--- config.mk ---
export PLATFORM = sky130hd
export DESIGN_NAME = aes_round_ctrl
export DESIGN_NICKNAME = d
export VERILOG_FILES = /design/src/rtl/aes_pkg.sv /design/src/rtl/aes_round_counter.sv /design/src/rtl/aes_round_ctrl.sv
export SDC_FILE = /design/constraint.sdc
export NUM_CORES = 1
export LEC_CHECK = 0
export CAP_MARGIN = 30
export CORE_AREA = 3 3 40 42
export DETAILED_ROUTE_END_ITERATION = 8
export DIE_AREA = 0 0 43 45
export HOLD_SLACK_MARGIN = 0.1
export SLEW_MARGIN = 25
export SYNTH_ARGS = -nofsm -noshare
export SYNTH_HDL_FRONTEND = slang
export SYNTH_SLANG_ARGS = --single-unit
--- constraint.sdc ---
create_clock -name clk -period 1.8 [get_ports clk]
set_input_delay 0.54 -clock clk [delete_from_list [all_inputs] [get_ports clk]]
set_output_delay 0.54 -clock clk [all_outputs]
set_load 0.01 [all_outputs]
--- src/rtl/aes_pkg.sv ---
// Shared AES control definitions: controller state encoding, round count and
// round-key address map used by the round controller and the key-store sequencer.
package aes_pkg;

    localparam int NUM_ROUNDS_DEF = 10;
    localparam int RK_ADDR_W_DEF  = 4;

    // Key 0 is reserved as "no key"; key 1 feeds the initial AddRoundKey.
    localparam int RK_NONE  = 0;
    localparam int RK_FIRST = 1;

    typedef enum logic [2:0] {
        ST_IDLE  = 3'd0,
        ST_LOAD  = 3'd1,
        ST_ROUND = 3'd2,
        ST_FINAL = 3'd3,
        ST_OUT   = 3'd4
    } state_t;

    function automatic int rk_last(input int num_rounds);
        return num_rounds + 1;
    endfunction

endpackage

--- src/rtl/aes_round_counter.sv ---
// Loadable incrementing round counter with a terminal-count flag.
module aes_round_counter
    import aes_pkg::*;
#(
    parameter int W = RK_ADDR_W_DEF
) (
    input  logic         clk,
    input  logic         rst_n,
    input  logic         clr,
    input  logic         load,
    input  logic [W-1:0] load_val,
    input  logic         inc,
    input  logic [W-1:0] term_val,
    output logic [W-1:0] cnt,
    output logic         tc
);

    always_ff @(posedge clk or negedge rst_n) begin
        if (!rst_n) begin
            cnt <= '0;
        end else if (clr) begin
            cnt <= '0;
        end else if (load) begin
            cnt <= load_val;
        end else if (inc) begin
            cnt <= cnt + W'(1);
        end
    end

    assign tc = (cnt == term_val);

endmodule

--- src/rtl/aes_round_ctrl.sv ---
// AES iterative round controller: sequences LOAD, the middle rounds and the
// final round, drives round-key addresses and holds the result until consumed.
module aes_round_ctrl
    import aes_pkg::*;
#(
    parameter int NUM_ROUNDS = NUM_ROUNDS_DEF,
    parameter int ADDR_W     = RK_ADDR_W_DEF
) (
    input  logic              clk,
    input  logic              rst_n,
    input  logic              key_loaded,
    input  logic              din_valid,
    output logic              din_ready,
    output logic              dout_valid,
    input  logic              dout_ready,
    output logic [ADDR_W-1:0] rk_addr,
    output logic              ld_state,
    output logic              rnd_en,
    output logic              mix_en,
    output logic              busy,
    output logic              abort
);

    localparam logic [ADDR_W-1:0] RK_NONE_A  = ADDR_W'(RK_NONE);
    localparam logic [ADDR_W-1:0] RK_FIRST_A = ADDR_W'(RK_FIRST);
    localparam logic [ADDR_W-1:0] RK_START_A = ADDR_W'(RK_FIRST + 1);
    localparam logic [ADDR_W-1:0] RK_LAST_A  = ADDR_W'(rk_last(NUM_ROUNDS));
    localparam logic [ADDR_W-1:0] RND_TERM_A = ADDR_W'(NUM_ROUNDS);

    state_t            state;
    logic [ADDR_W-1:0] rnd_cnt;
    logic              rnd_tc;
    logic              cnt_clr;
    logic              cnt_load;
    logic              cnt_inc;
    logic              accept;

    assign accept = din_valid & din_ready;

    // Counter holds the current middle-round key index; it is parked at 0
    // whenever the controller is not inside LOAD/ROUND.
    assign cnt_load = (state == ST_LOAD);
    assign cnt_inc  = (state == ST_ROUND) & key_loaded & ~rnd_tc;
    assign cnt_clr  = ~cnt_load & ~cnt_inc;

    aes_round_counter #(
        .W (ADDR_W)
    ) u_round_counter (
        .clk      (clk),
        .rst_n    (rst_n),
        .clr      (cnt_clr),
        .load     (cnt_load),
        .load_val (RK_START_A),
        .inc      (cnt_inc),
        .term_val (RND_TERM_A),
        .cnt      (rnd_cnt),
        .tc       (rnd_tc)
    );

    always_ff @(posedge clk or negedge rst_n) begin
        if (!rst_n) begin
            state <= ST_IDLE;
            abort <= 1'b0;
        end else begin
            abort <= 1'b0;
            case (state)
                ST_IDLE: begin
                    if (accept) begin
                        state <= ST_LOAD;
                    end
                end
                ST_LOAD: begin
                    if (!key_loaded) begin
                        state <= ST_IDLE;
                        abort <= 1'b1;
                    end else begin
                        state <= ST_ROUND;
                    end
                end
                ST_ROUND: begin
                    if (!key_loaded) begin
                        state <= ST_IDLE;
                        abort <= 1'b1;
                    end else if (rnd_tc) begin
                        state <= ST_FINAL;
                    end
                end
                ST_FINAL: begin
                    if (!key_loaded) begin
                        state <= ST_IDLE;
                        abort <= 1'b1;
                    end else begin
                        state <= ST_OUT;
                    end
                end
                ST_OUT: begin
                    // A completed block is delivered even if the key store
                    // went away; accept already blocks a new one in that case.
                    if (dout_ready) begin
                        state <= accept ? ST_LOAD : ST_IDLE;
                    end
                end
                default: begin
                    state <= ST_IDLE;
                end
            endcase
        end
    end

    always_comb begin
        din_ready  = 1'b0;
        dout_valid = 1'b0;
        rk_addr    = RK_NONE_A;
        ld_state   = 1'b0;
        rnd_en     = 1'b0;
        mix_en     = 1'b0;
        busy       = 1'b0;
        case (state)
            ST_IDLE: begin
                din_ready = key_loaded;
            end
            ST_LOAD: begin
                rk_addr  = RK_FIRST_A;
                ld_state = 1'b1;
                busy     = 1'b1;
            end
            ST_ROUND: begin
                rk_addr = rnd_cnt;
                rnd_en  = 1'b1;
                mix_en  = 1'b1;
                busy    = 1'b1;
            end
            ST_FINAL: begin
                rk_addr = RK_LAST_A;
                rnd_en  = 1'b1;
                busy    = 1'b1;
            end
            ST_OUT: begin
                dout_valid = 1'b1;
                din_ready  = dout_ready & key_loaded;
            end
            default: begin
                din_ready = 1'b0;
            end
        endcase
    end

endmodule

==> results.md, run 1 <==
* Status: complete, but fails checks
* Failing checks: setup timing
* Starting Density at 0.361
* Num ports at 16
* Crit path required time at 1260 ps
* VDD IR max at 0.354 mV
* Grt ovf at 0
* Final setup viols at 2
* Nets@finish at 94
* Met3 Usage GRT at 0.0239
* Ratio of cells with drive above 1 in the final layout at 0.482
* Vias in the first global route at 451
* DR iter-0 viols at 14
* Worst-Margin Slew at 372 ps
* Largest net degree at the start of global routing at 9
* Critical path cell sequence: buf_6, buf_6, a2111oi_4, buf_2
* Logic gate share of total power at 0.331
* Power Dens Cells at 648 nW/um^2
* Drt wl/cell at about 12 um
* Worst-Skew Late Latency at 250 ps
* Max-slew violations at 0
* Gate Count Post-Synth at 50
* Register area share after synthesis at 0.431
* Clock sink count at 8
* Die Wd at between 40 and 50 um
* CP max FO at 2
* Die Y at 45 um
* Final HPWL from detailed placement at 852 um
* Post-Syn Area at 464 sq um
* Post-Route WL at 1220 um
* Antenna violations before repair at 0
* Synth Area per Inst at a little over 9 sq um
* CTS tree: yes
* Number of synthesized register bits at 8
* Hold Crit Class: reg2reg
* Dpl cells at 91
* Critical path's largest stage delay at 400 ps
* Final ANT Viol Nets at 0
* DR DRC count at 0
* Worst-path clk slew at 50 ps
* Post-synthesis cell type count at 21
* Seq pwr share at 0.399
* Crit-path most repeated cell: buf_6
* RSZ-0062 raised after global routing: yes
* First-pass GRT wire length at roughly 1900 um
* CTS H-tree depth at 1
* Via count at 473
* Clock power frac at 0.270
* Worst slew margin at 0.752
* Rows at 13
* Crit end category: output port
* Syn Nets at 57
* Routability cong. at around 0.74
* Leakage power at 0.420 nW
* CP startpoint kind: flop
* DR vias/cell at ~4.7
* Final worst setup slack at -61.4 ps
* GR met2 Demand/Resource at 0.216
* Worst path arrival time at 1320 ps
* Die area at ~1900 sq um
* Switching share of power at 0.292
* Ant. Diodes at 0
* TritonRoute pass-1 iters at 4
* Core footprint at 1280 sq um
* Tot Pwr at 0.512 mW
* Min Tclk post-route at 1860 ps
* Final hold viol count at 0
* Switching power at 0.150 mW
* Clock Path Buffers at 2
* I/O Buffers at 15
* CTS buffer count at 3
* CTS Root Cell: clkbuf_4
* Fraction of the cycle the final worst path needs at 1.03
* CP bufs+invs at 3
* Synth warn at 0
* WS Path Type: reg2out
* Gr busiest metal: met2
* Clk_skew at approximately 3.3 ps
* Met1 Use GR at 0.176
* Overall global routing resource usage at 0.135
* Layout Cells excl Fill at 100
* Max-cap viol count at 0
* Fmax at 537 MHz
* P&R area growth vs syn at 70.4%
* Int Pwr at between 0.3 and 0.4 mW
* Critical path's top delay family: buffers and inverters
* Crit-path slowest cell: dfrtp_1
-- through the flow --
stage | utilization | cell area [sq um] | setup slack (ps) | hold WS (ps) | TNS (ps)
6_report | 0.615 | 791 | -61.4 | 542 | -65.8
5_1_grt | 0.615 | 791 | -94.9 | 573 | -164
4_1_cts | 0.597 | 767 | -244 | 543 | -244
3_5_place_dp | 0.552 | 709 | -764 | 535 | -1100
3_3_place_gp | 0.552 | 709 | -750 | 542 | -1010
2_1_floorplan | - | 465 | 97.2 | 244 | 0
-- sequential cells by signal, summed over array words and instances, names as in the netlist --
register             flops
state                    3
abort                    1
u_round_counter.cnt      4
-- cells in the mapped netlist --
cell,number,area (sq um)
nor2_1,13,48.8
dfrtp_1,8,200
inv_1,4,15.0
nand2b_1,3,18.8
a21oi_1,2,10.0
and2_1,2,12.5
buf_6,2,22.5
ha_1,2,25.0
nor3_1,2,10.0
a2111oi_0,1,8.76
and3_1,1,6.26
and3b_1,1,8.76
nand2_1,1,3.75
nand2b_4,1,13.8
nand3_1,1,5.00
o21ai_0,1,5.00
o22ai_2,1,12.5
o2bb2ai_1,1,8.76
or3_4,1,11.3
xnor2_1,1,8.76
xor2_1,1,8.76
-- layout make-up --
type                    count  area [sq um]
inverters                   4          15.0
clock buffers               3          22.5
fillers                   113           494
multi-input cells          36           270
well taps                  15          18.8
flip-flops and latches      8           201
repair buffers             34           263
-- placed cells by master, fill, tap and decap left out, types with 3 or more instances in the layout --
master | netlist | final
clkdlybuf4s50_1 | 0 | 3
buf_2 | 0 | 7
clkbuf_4 | 0 | 3
dfrtp_1 | 8 | 7
dlygate4sd2_1 | 0 | 3
buf_6 | 2 | 3
buf_4 | 0 | 16
nor2_1 | 13 | 11
-- final timing paths --
kind                                   startpoint                endpoint  slack, ps  depth (start not counted)
max                                      state[0]               din_ready        -60                          4
min                        u_round_counter.cnt[0]  u_round_counter.cnt[0]        540                          2
max reg2reg                              state[0]                state[0]        280                          5
min reg2reg                u_round_counter.cnt[0]  u_round_counter.cnt[0]        540                          2
max in group asynchronous                   rst_n                state[1]        940                          1
min in group asynchronous                   rst_n                   abort        560                          1
-- worst min-delay path, stage by stage (launching register included) --
cell and delay, ps:
dfrtp_1 340, buf_4 120, nor2_1 40
-- cells by family after synthesis --
kind of cell,synth area share
XOR/XNOR,0.0377
flip-flops,0.431
AND/OR/NAND/NOR,0.299
adder cells (fa/ha/maj),0.0539
AO/OA/AOI/OAI,0.0970
buffers and inverters,0.0808
-- routing by layer --
metal / vias to the layer above / wire, um
li1: 237 / -
met1: 220 / 531
met5: - / 0
met3: 2 / 50
met4: 0 / 16
met2: 14 / 626
-- power by group through the flow --
stage / logic [mW] / registers (mW) / clock network [mW]
floorplan: 0.0627 / 0.204 / 0
global placement: 0.146 / 0.206 / 0
detailed placement: 0.147 / 0.206 / 0
CTS: 0.160 / 0.204 / 0.139
global route: 0.184 / 0.206 / 0.151
finish: 0.170 / 0.204 / 0.138
-- what timing repair did --
action / CTS / global route
endpoints found under the setup margin: 10 / 6
gates cloned: 0 / 0
gates resized for setup: 42 / 8
setup buffers: 5 / 1
pin swaps: 2 / 1
hold buffers: 0 / 0
Power figures use the tool's default switching activity.
==> run 2: changes to the inputs <==
Settings changed: CORE_AREA 3 3 40 42 to 2 2 39 41, DIE_AREA 0 0 43 45 to 0 0 41 43.
==> run 2 against run 1 <==
Compared with the run above: the flow now finishes without violations; global-route usage rose by 3.9 points; combinational power rose by 3%; first-iteration DRC count fell by 64%; total power rose by 2.0%; count of clock-buffer cells in the layout did not move; sequential share of layout area fell by 0.083 points; worst setup slack improved by 62 ps; die area fell by 8.9%.
==> results.md, run 2 (synthesis gave the netlist of run 1 again) <==
* P&R area growth vs syn at 72.0%
* Grt ovf at 0
* VDD IR max at roughly 0.37 mV
* First-pass GRT wire length at 1990 um
* DR DRC count at 0
* Core footprint at between 1000 and 1500 sq um
* Hold Crit Class: in2async
* CP startpoint kind: input pin
* Routability cong. at 0.709
* GR met2 Demand/Resource at 0.263
* Final HPWL from detailed placement at 821 um
* Ratio of cells with drive above 1 in the final layout at 0.548
* Status: completed
* CTS Root Cell: clkbuf_4
* Fmax at 556 MHz
* Min Tclk post-route at 1800 ps
* DR iter-0 viols at 5
* Starting Density at 0.335
* Max reg flops at 4
* Worst path arrival time at ~1300 ps
* Drt wl/cell at 12.1 um
* Max-slew violations at 0
* Met3 Usage GRT at 0.0314
* Die area at 1760 sq um
* Clock Path Buffers at 2
* Crit path required time at between 1000 and 1500 ps
* Worst-path clk slew at around 60 ps
* CTS Hold Bufs at 0
* Post-Route WL at between 1000 and 1500 um
* Gr busiest metal: met2
* RSZ-0062 raised after global routing: yes
* Die Wd at a little over 40 um
* Rows at 14
* CP max FO at 2
* Top Registers: u_round_counter.cnt (4), state (3), abort (1)
* Clk_skew at 4.07 ps
* Largest net degree at the start of global routing at 9
* Final ANT Viol Nets at 0
* DR vias/cell at ~4.7
* Leakage power at 0.401 nW
* Worst slew margin at 0.745
* CP bufs+invs at 3
* I/O Buffers at 15
* Finished Core Util at 0.577
* Fraction of the cycle the final worst path needs at 1.00
* Final setup viols at 0
* Tot Pwr at 0.522 mW
* Nets@finish at between 90 and 100
* Ant. Diodes at 0
* Commonest cells after routing, fill and taps aside: buf_4 (15), nor2_1 (8), buf_2 (7)
* CTS buffer count at 3
* R2R Setup Slk at 270 ps
* Pre-CTS setup slack at -763 ps
* Most flops, register: u_round_counter.cnt
* Worst-Margin Slew at 381 ps
* Via count at 471
* Antenna violations before repair at 0
* Crit-path slowest cell: a2111oi_4
* CTS tree: yes
* Final worst setup slack at between 0.4 and 0.5 ps
* Worst hold slack at 566 ps
* Final hold viol count at 0
* TNS Setup at 0 ps
* Most common cell after layout, fill and taps aside: buf_4
* Vias in the first global route at 461
* TritonRoute pass-1 iters at 3
* Critical path's largest stage delay at about 310 ps
* Overall global routing resource usage at 0.174
* Power Dens Cells at 654 nW/um^2
* Critical path cell sequence: clkdlybuf4s15_1, inv_2, a2111oi_4, buf_2
* Critical path's top delay family: buffers and inverters
* Crit end category: output port
* Max-cap viol count at 0
* Met1 Use GR at 0.211
* Clock sink count at 8
* Worst-Skew Late Latency at 260 ps
* CTS H-tree depth at 1
* Num ports at 16
* Die Y at 43 um
* WS Path Type: in2out
[run 2: cell type report]
class / count / area (sq um)
timing repair buffer: 33 / 251
inverter: 4 / 15.0
clock buffer: 3 / 22.5
multi-input combinational: 36 / 287
tap: 16 / 20.0
sequential: 8 / 203
fill: 134 / 586
[run 2: layer usage]
layer	vias to the layer above	part of all wire
li1	235	-
met1	224	0.42
met2	10	0.53
met3	2	0.029
met4	0	0.016
met5	-	0
[run 2: what timing repair did]
| action | CTS | global route |
|---|---|---|
| pin swaps | 2 | 2 |
| setup buffers | 4 | 1 |
| resized for setup | 44 | 17 |
| setup endpoints to repair | 10 | 9 |
[run 2: path summary, 6_finish.rpt]
| check | start | to | cells past startpoint |
|---|---|---|---|
| setup / recovery | dout_ready | din_ready | 4 |
| hold / removal | rst_n | abort | 1 |
| setup reg to reg | u_round_counter.cnt[0] | state[0] | 6 |
| hold reg to reg | u_round_counter.cnt[2] | u_round_counter.cnt[2] | 2 |
| max in group asynchronous | rst_n | state[1] | 1 |
| min in group clk | u_round_counter.cnt[2] | u_round_counter.cnt[2] | 2 |
[run 2: through the flow]
step	instances	instance area [sq um]
after floorplan	50	465
after detailed placement	92	711
after CTS	99	778
final	100	798
after global routing	100	798
after global placement	92	711
[run 2: power by group]
group	switching, mW	internal (mW)
Combinational	0.0776	0.0977
Sequential	0.0159	0.192
Clock	0.0630	0.0764
Total	0.156	0.366
